==> src/rtl/cpu_mem.sv <==
// cpu_mem: 16 x 8-bit CPU-facing word memory with a post-reset INIT sequence.
// After reset the block spends 16 cycles in INIT, writing one word per cycle,
// then serves single-cycle reads (registered data) and writes from the CPU.
// Protocol errors (strobes during INIT, read+write collisions) set a sticky
// err flag. Read and write counters saturate at 255.
//
// Build option: define CPU_MEM_PRELOAD_EN to make INIT load a small boot
// program into words 0..4 (the rest zero); leave it undefined for all-zero
// INIT contents. Timing and behaviour are otherwise identical.

module cpu_mem (
    input  logic       clk,
    input  logic       reset,
    input  logic [3:0] mem_address,
    input  logic [7:0] mem_data_w,
    input  logic       mem_wr,
    input  logic       mem_rd,
    output logic [7:0] mem_data_r,
    output logic       busy,
    output logic       err,
    output logic [7:0] rd_cnt,
    output logic [7:0] wr_cnt
);

    typedef enum logic {
        INIT  = 1'b0,
        SERVE = 1'b1
    } state_t;

    state_t     state;
    state_t     state_next;

    logic [3:0] init_ptr;
    logic [7:0] init_word;
    logic [7:0] mem [16];

    logic       init_we;
    logic       rd_accept;
    logic       wr_accept;
    logic       proto_err;

    // State register: reset always restarts the INIT sequence.
    always_ff @(posedge clk) begin
        if (reset) begin
            state <= INIT;
        end else begin
            state <= state_next;
        end
    end

    // Next-state: leave INIT once the last word (address 15) has been written.
    always_comb begin
        state_next = state;
        unique case (state)
            INIT: begin
                if (init_ptr == 4'hF) begin
                    state_next = SERVE;
                end
            end
            SERVE: begin
                state_next = SERVE;
            end
            default: begin
                state_next = INIT;
            end
        endcase
    end

    // Output decode: busy flag, accepted accesses and protocol-error detection.
    always_comb begin
        busy      = 1'b0;
        init_we   = 1'b0;
        rd_accept = 1'b0;
        wr_accept = 1'b0;
        proto_err = 1'b0;
        unique case (state)
            INIT: begin
                busy      = 1'b1;
                init_we   = 1'b1;
                proto_err = mem_rd | mem_wr;
            end
            SERVE: begin
                rd_accept = mem_rd & ~mem_wr;
                wr_accept = mem_wr & ~mem_rd;
                proto_err = mem_rd & mem_wr;
            end
            default: begin
                busy = 1'b1;
            end
        endcase
    end

    // INIT pointer walks 0..15, one word per INIT cycle.
    always_ff @(posedge clk) begin
        if (reset) begin
            init_ptr <= 4'h0;
        end else if (init_we) begin
            init_ptr <= init_ptr + 4'h1;
        end
    end

    // Word written by INIT at the current pointer.
    always_comb begin
        init_word = 8'h00;
`ifdef CPU_MEM_PRELOAD_EN
        // Boot program: r0=3, r1=4, r0=r0*r1, store r0 to 14, jump 4.
        case (init_ptr)
            4'h0:    init_word = 8'h83;
            4'h1:    init_word = 8'h94;
            4'h2:    init_word = 8'h40;
            4'h3:    init_word = 8'hEE;
            4'h4:    init_word = 8'h04;
            default: init_word = 8'h00;
        endcase
`else
        init_word = 8'h00;
`endif
    end

    // Storage: no reset on the array itself, contents come only from INIT or
    // accepted CPU writes; nothing is written in a reset cycle.
    always_ff @(posedge clk) begin
        if (!reset) begin
            if (init_we) begin
                mem[init_ptr] <= init_word;
            end else if (wr_accept) begin
                mem[mem_address] <= mem_data_w;
            end
        end
    end

    // Registered read data, held between accepted reads.
    always_ff @(posedge clk) begin
        if (reset) begin
            mem_data_r <= 8'h00;
        end else if (rd_accept) begin
            mem_data_r <= mem[mem_address];
        end
    end

    // Sticky protocol error flag, cleared only by reset.
    always_ff @(posedge clk) begin
        if (reset) begin
            err <= 1'b0;
        end else if (proto_err) begin
            err <= 1'b1;
        end
    end

    // Saturating access counters.
    always_ff @(posedge clk) begin
        if (reset) begin
            rd_cnt <= 8'h00;
            wr_cnt <= 8'h00;
        end else begin
            if (rd_accept && (rd_cnt != 8'hFF)) begin
                rd_cnt <= rd_cnt + 8'h01;
            end
            if (wr_accept && (wr_cnt != 8'hFF)) begin
                wr_cnt <= wr_cnt + 8'h01;
            end
        end
    end

endmodule

==> config.mk <==
export PLATFORM = sky130hd
export DESIGN_NAME = cpu_mem
export DESIGN_NICKNAME = d
export VERILOG_FILES = /design/src/rtl/cpu_mem.sv
export SDC_FILE = /design/constraint.sdc
export NUM_CORES = 1
export LEC_CHECK = 0
export CAP_MARGIN = 10
export CORE_MARGIN = 5
export CORE_UTILIZATION = 40
export CTS_CLUSTER_SIZE = 25
export DETAILED_ROUTE_END_ITERATION = 10
export HOLD_SLACK_MARGIN = 0.15
export PLACE_DENSITY = 0.58
export RECOVER_POWER = 100
export SYNTH_ARGS = -nofsm -noshare
export SYNTH_HDL_FRONTEND = slang
export SYNTH_SLANG_ARGS = --single-unit
==> constraint.sdc <==
create_clock -name clk -period 2.25 [get_ports clk]
set_input_delay 0.45 -clock clk [delete_from_list [all_inputs] [get_ports clk]]
set_output_delay 0.45 -clock clk [all_outputs]
set_load 0.1 [all_outputs]
# After elaboration in Yosys (flattened, before gate mapping)
# Memories as Yosys holds them, arrays and structs flattened. A register that Yosys moved wholly into a read port is not among the register bits.
# Cells that the tools add are included.
totals:
  register_bits: 22
  mem_bits_rw: 128
  output_inout_bits: 26
  elab_cells: 37
  n_memories: 1
op_classes:
  n_addsub: 3
  eq_ne: 3
  muxes: 15
  bitwise_logic: 7
  reduce_logical: 3
mem_list:
  columns: ["memory", "depth", "width", "read_ports", "rd_ports_with_merged_regs", "wr", "line", "text"]
  rows:
  - ["mem", 16, 8, 1, 1, 1, "35", "logic [7:0] mem [16];"]
op_table:
  columns: ["operator", "count"]
  rows:
  - ["adder 8 x 1 -> 8 bit, second input constant", 2]
  - ["!= test 8 bit, second input constant", 2]
  - ["2-to-1 mux 1 bit", 11]
  - ["2-to-1 mux 8 bit", 1]
  - ["OR reduction 8 bit", 1]
  - ["adder 4 x 1 -> 4 bit, second input constant", 1]
  - ["equality test 4 bit, second input constant", 1]
  - ["2-to-1 mux 4 bit", 1]
  - ["one-hot mux 1 bit (2 select lines)", 2]
  - ["AND 1 bit", 3]
  - ["NOT 1 bit", 3]
  - ["logical AND 1 bit", 2]
  - ["OR 1 bit", 1]

# Logic depth before layout (Yosys ltp)
# Gate-level depths: netlist (run 1).
logic_depth:
  ltp_word: 9
  ltp_mapped: 8

# Worst setup path after synthesis (run 1)
# Ideal clock, no wire load.
synth_path:
  path_type: "register to register"
  start: "register rd_cnt[0]"
  end: "register rd_cnt[1]"
  setup_ps: 118
  arrival_time_ps: 2148
  required_time_ps: 2132
  path_slack_ps: -16
  path_stages_with_launch: 6
  path_cell_list: "dfxtp_1 > ha_1 > nand4_1 > o21ai_0 > mux2i_1 > nor2_1"
synth_between:
  elab_chain_cells: 2
  elab_cells_between_ends: 3
synth_rtl:
  columns: ["element", "line", "text"]
  rows:
  - ["from (decl)", "21", "output logic [7:0] rd_cnt,"]
  - ["from (signal assigned)", "157", "rd_cnt <= rd_cnt + 8'h01;"]
  - ["parallel branches: the longest is 2 deep, another holds adder 8 x 1 -> 8 bit", null, null]
# Several ways; the timed one is not identified.
# A chain may end at the register's enable or synchronous reset.

# Final worst setup path (run 1)
layout_path:
  start: "input port mem_rd"
  end: "memory mem[5][7] (enable)"
layout_between:
  elab_chain_cells: 9
  elab_cells_between_ends: 10
layout_rtl:
  columns: ["element", "line", "text"]
  rows:
  - ["from (decl)", "17", "input logic mem_rd,"]
  - ["NOT 1 bit *", "84", "wr_accept = mem_wr & ~mem_rd;"]
  - ["AND 1 bit *", "84", null]
  - ["2-to-1 mux 1 bit *", "76", "unique case (state)"]
  - ["2-to-1 mux 1 bit *", "126", "end else if (wr_accept) begin"]
  - ["2-to-1 mux 1 bit *", "124", "if (init_we) begin"]
  - ["2-to-1 mux 1 bit *", "123", "if (!reset) begin"]
  - ["2-to-1 mux 1 bit (implied by the code) *", "127", "mem[mem_address] <= mem_data_w;"]
  - ["OR reduction 8 bit (no source line)", null, null]
  - ["2-to-1 mux 4 bit (no source line) or 2-to-1 mux 1 bit (tied branches)", null, null]
  - ["to (decl)", "35", null]
# Mark *: on every way between the ends. The rest lies on a longest branch, timed or not.

==> results of run 1 <==
==> registers in the layout (all words and copies together) (netlist names) <==
| signal | count |
|---|---|
| wr_cnt | 8 |
| mem_data_r | 8 |
| rd_cnt | 8 |
| init_ptr | 4 |
| err | 1 |
| mem | 128 |
| state | 1 |
==> tightest hold or removal path: stages, from the launching register on <==
cell	delay [ns]
dfxtp_1	0.33
nor2_1	0.05
nor2_1	0.07
==> path summary, 6_finish.rpt <==
| kind | endpoint | cells after the start |
|---|---|---|
| worst min-delay path | err | 2 |
| worst min register to register | err | 2 |
| worst max-delay path | mem[5][7] | 6 |
| worst max register to register | mem[5][7] | 5 |
==> final cells by class <==
| class | instances | area (um^2) | share of cell area [%] |
|---|---|---|---|
| repair buffers | 86 | 607 | 7.77 |
| clock inverters | 12 | 123 | 1.57 |
| well taps | 216 | 270 | 3.46 |
| flip-flops and latches | 158 | 4450 | 56.9 |
| multi-input cells | 226 | 1910 | 24.5 |
| clock buffers | 20 | 437 | 5.59 |
| inverters | 4 | 15.0 | 0.192 |
==> stage by stage <==
step	util (%)	instance area [um^2]	total power, uW	setup WS [ns]	hold WS [ns]
after floorplan	-	6500	3400	0.118	0.498
after global placement	46.3	7350	3520	-0.423	0.453
after detailed placement	46.3	7350	3530	-0.479	0.476
after CTS	49.8	7910	6260	-0.0415	0.490
after global routing	49.2	7810	6390	-0.209	0.520
final	49.2	7810	6200	-0.0228	0.479
==> layer usage <==
metal / vias to the layer above / global-route usage [%] / wire length (um)
li1: 1774 / - / -
met1: 1874 / 21.7 / 6510
met2: 88 / 25.6 / 6680
met3: 16 / 4.27 / 792
met4: 0 / 4.88 / 178
met5: - / 0 / 0
==> report_power, final <==
group          total (uW)  internal [uW]  switching (uW)
Clock                2740           1620            1120
Sequential           3170           3160            14.0
Combinational         284            134             151
==> cell usage in the layout, fill, tap and decap left out, drive strengths merged, types with 3 or more instances in the layout <==
cell type      instances
mux2i                 26
a31oi                  6
nor2                  41
nor2b                  5
xor2                   9
buf                   36
mux2                   4
nor3                   4
nor3b                  4
nand3                 11
o211ai                 5
edfxtp               128
o21ai                  6
o2111ai                7
dfxtp                 30
and2                  11
a32oi                  3
nand2                 17
inv                    4
a22oi                  3
nand2b                 7
clkinv                 8
clkbuf                56
a21oi                  5
clkdlybuf4s50         13
nand4                  6
and3b                  3
ha                     3
mux4                  24
==> cell families (layout without fill, tap and decap cells) <==
logic type	Yosys count	after routing	share of synthesized area [%]
and+or+nand+nor	117	117	9.23
AOI/OAI and AO/OA	40	40	4.51
xor gates and xnor gates	11	11	1.48
DFF	158	158	68.4
buffers and inverters	22	122	2.04
adders and majority gates	4	4	0.732
muxes	54	54	13.6
==> results.txt, run 1 <==
initial antenna violation count - 0
Nets - 512
outcome - finished with violations
largest net degree at the start of global routing - 25
Post-route DRC - 0
critical path data required time - 2.30 ns
share of layout cells above drive strength 1 - 23.3%
data arrival time of the worst path - 2.32 ns
Max Slew Vio Count - 0
Routed Antenna Nets - 0
Clock Pin Slew Worst Setup and Hold Paths - 0.06 ns
filler instances - 1425
Non-Filler Instances - 722
routed vias - 3752
All-Layer GR Usage - 16.1%
final setup margin - -0.0228 ns
Yosys top cell area share - 59.2%
final setup fails - 16
slowest stage delay, CP - 0.63 ns
largest area contributor in the netlist - edfxtp_1
Hold WC Path Type - flop to flop
drt first pass iters - 4
gpl congestion - 0.829
Max stage delay cell, worst path - nor2_1
vias in the first global route - 3814
critical path type - input port to flop
Setup Skew - 0.0118 ns
cell count after placement - 690
# Post-CTS Setup Buffers - 0
Pwr Density - 794 nW/um^2
Synth area leaders - edfxtp_1 59%, dfxtp_1 9.2%, mux4_2 4.9%
r2r startpoint - state
clk sinks - 158
Syn Area/Cell - 16.0 um^2
fmax - 440 MHz
worst-margin pin slew - 0.892 ns
Unique masters post-synth - 45
post-synthesis sequential area ratio - 68.4%
starting density of the core - 40.9%
I/O Pins - 42
startpoint of the worst hold path - err
final setup TNS - -0.283 ns
average wire per standard cell - 19.6 um
peak supply drop - 558 uV
final period utilization - 101%
r2r setup slk - 0.20 ns
Yosys warning count - 0
EDFF count, synth - 128
CTS tree - built
fin crit period - 2.27 ns
WP buf/inv - 3
# Max-Cap Violations - 0
Ant. Diodes - 0
H-tree Lvls - 4
Yosys reg bits - 158
RSZ-0062 raised after global routing - true
Synth Flop Type - edfxtp_1
Final Hold Fails - 0
LEAKAGE - 0.00261 uW
gr ovfl total - 0
Iter 0 DRT Violations - 206
area grow syn2layout - 20.2%
kind of start point of the critical path - input port
Resized cells post-CTS - 0
Async S/R FF share, synth - 0%
Post-Syn Nets - 425
failing checks - setup timing
CP delay by family, top - simple AND/OR/NAND/NOR gates
CP Capture Type - flop
core footprint - 15900 um^2
Worst Path Max Fanout - 8
Routed WL - 14.2 mm
via density per instance - 5.20
mapped cell area - 6500 um^2
FP Rows - 46
cells along the critical path - clkdlybuf4s50_1, and4bb_2, buf_4, clkbuf_2, a31oi_1, nor2_1
most common cell in the netlist - edfxtp_1
global-route wire length before repair - 22.0 mm
Final HPWL DP - 9.62 mm
most common library cells after synthesis - 128 x edfxtp_1, 41 x nor2_1, 30 x dfxtp_1, 26 x mux2i_1, 17 x nand2_1
chip width - 137 um
clock root cell - clkbuf_16
synthesized instance count - 406
cts hold-fix bufs - 0
Slew HR - 40.5%
Worst Setup SP - mem_rd
clock buffer depth - 2
Die ar. - 18900 um^2
TritonCTS buffer count - 17
PortBufs - 41
Die Y - 137 um
clock insertion delay at the later pin of the skew report - 0.43 ns
No activity file was read; power rests on OpenSTA's default activity.
==> inputs of run 2 (changes only) <==
--- a/config.mk
+++ b/config.mk
@@ -13,6 +13,7 @@
 export HOLD_SLACK_MARGIN = 0.15
 export PLACE_DENSITY = 0.58
 export RECOVER_POWER = 100
+export SKIP_LAST_GASP = 1
 export SYNTH_ARGS = -nofsm -noshare
 export SYNTH_HDL_FRONTEND = slang
 export SYNTH_SLANG_ARGS = --single-unit
==> results of run 2 <==
Same layout as run 1: the final DEF is identical, and so are final timing and power.
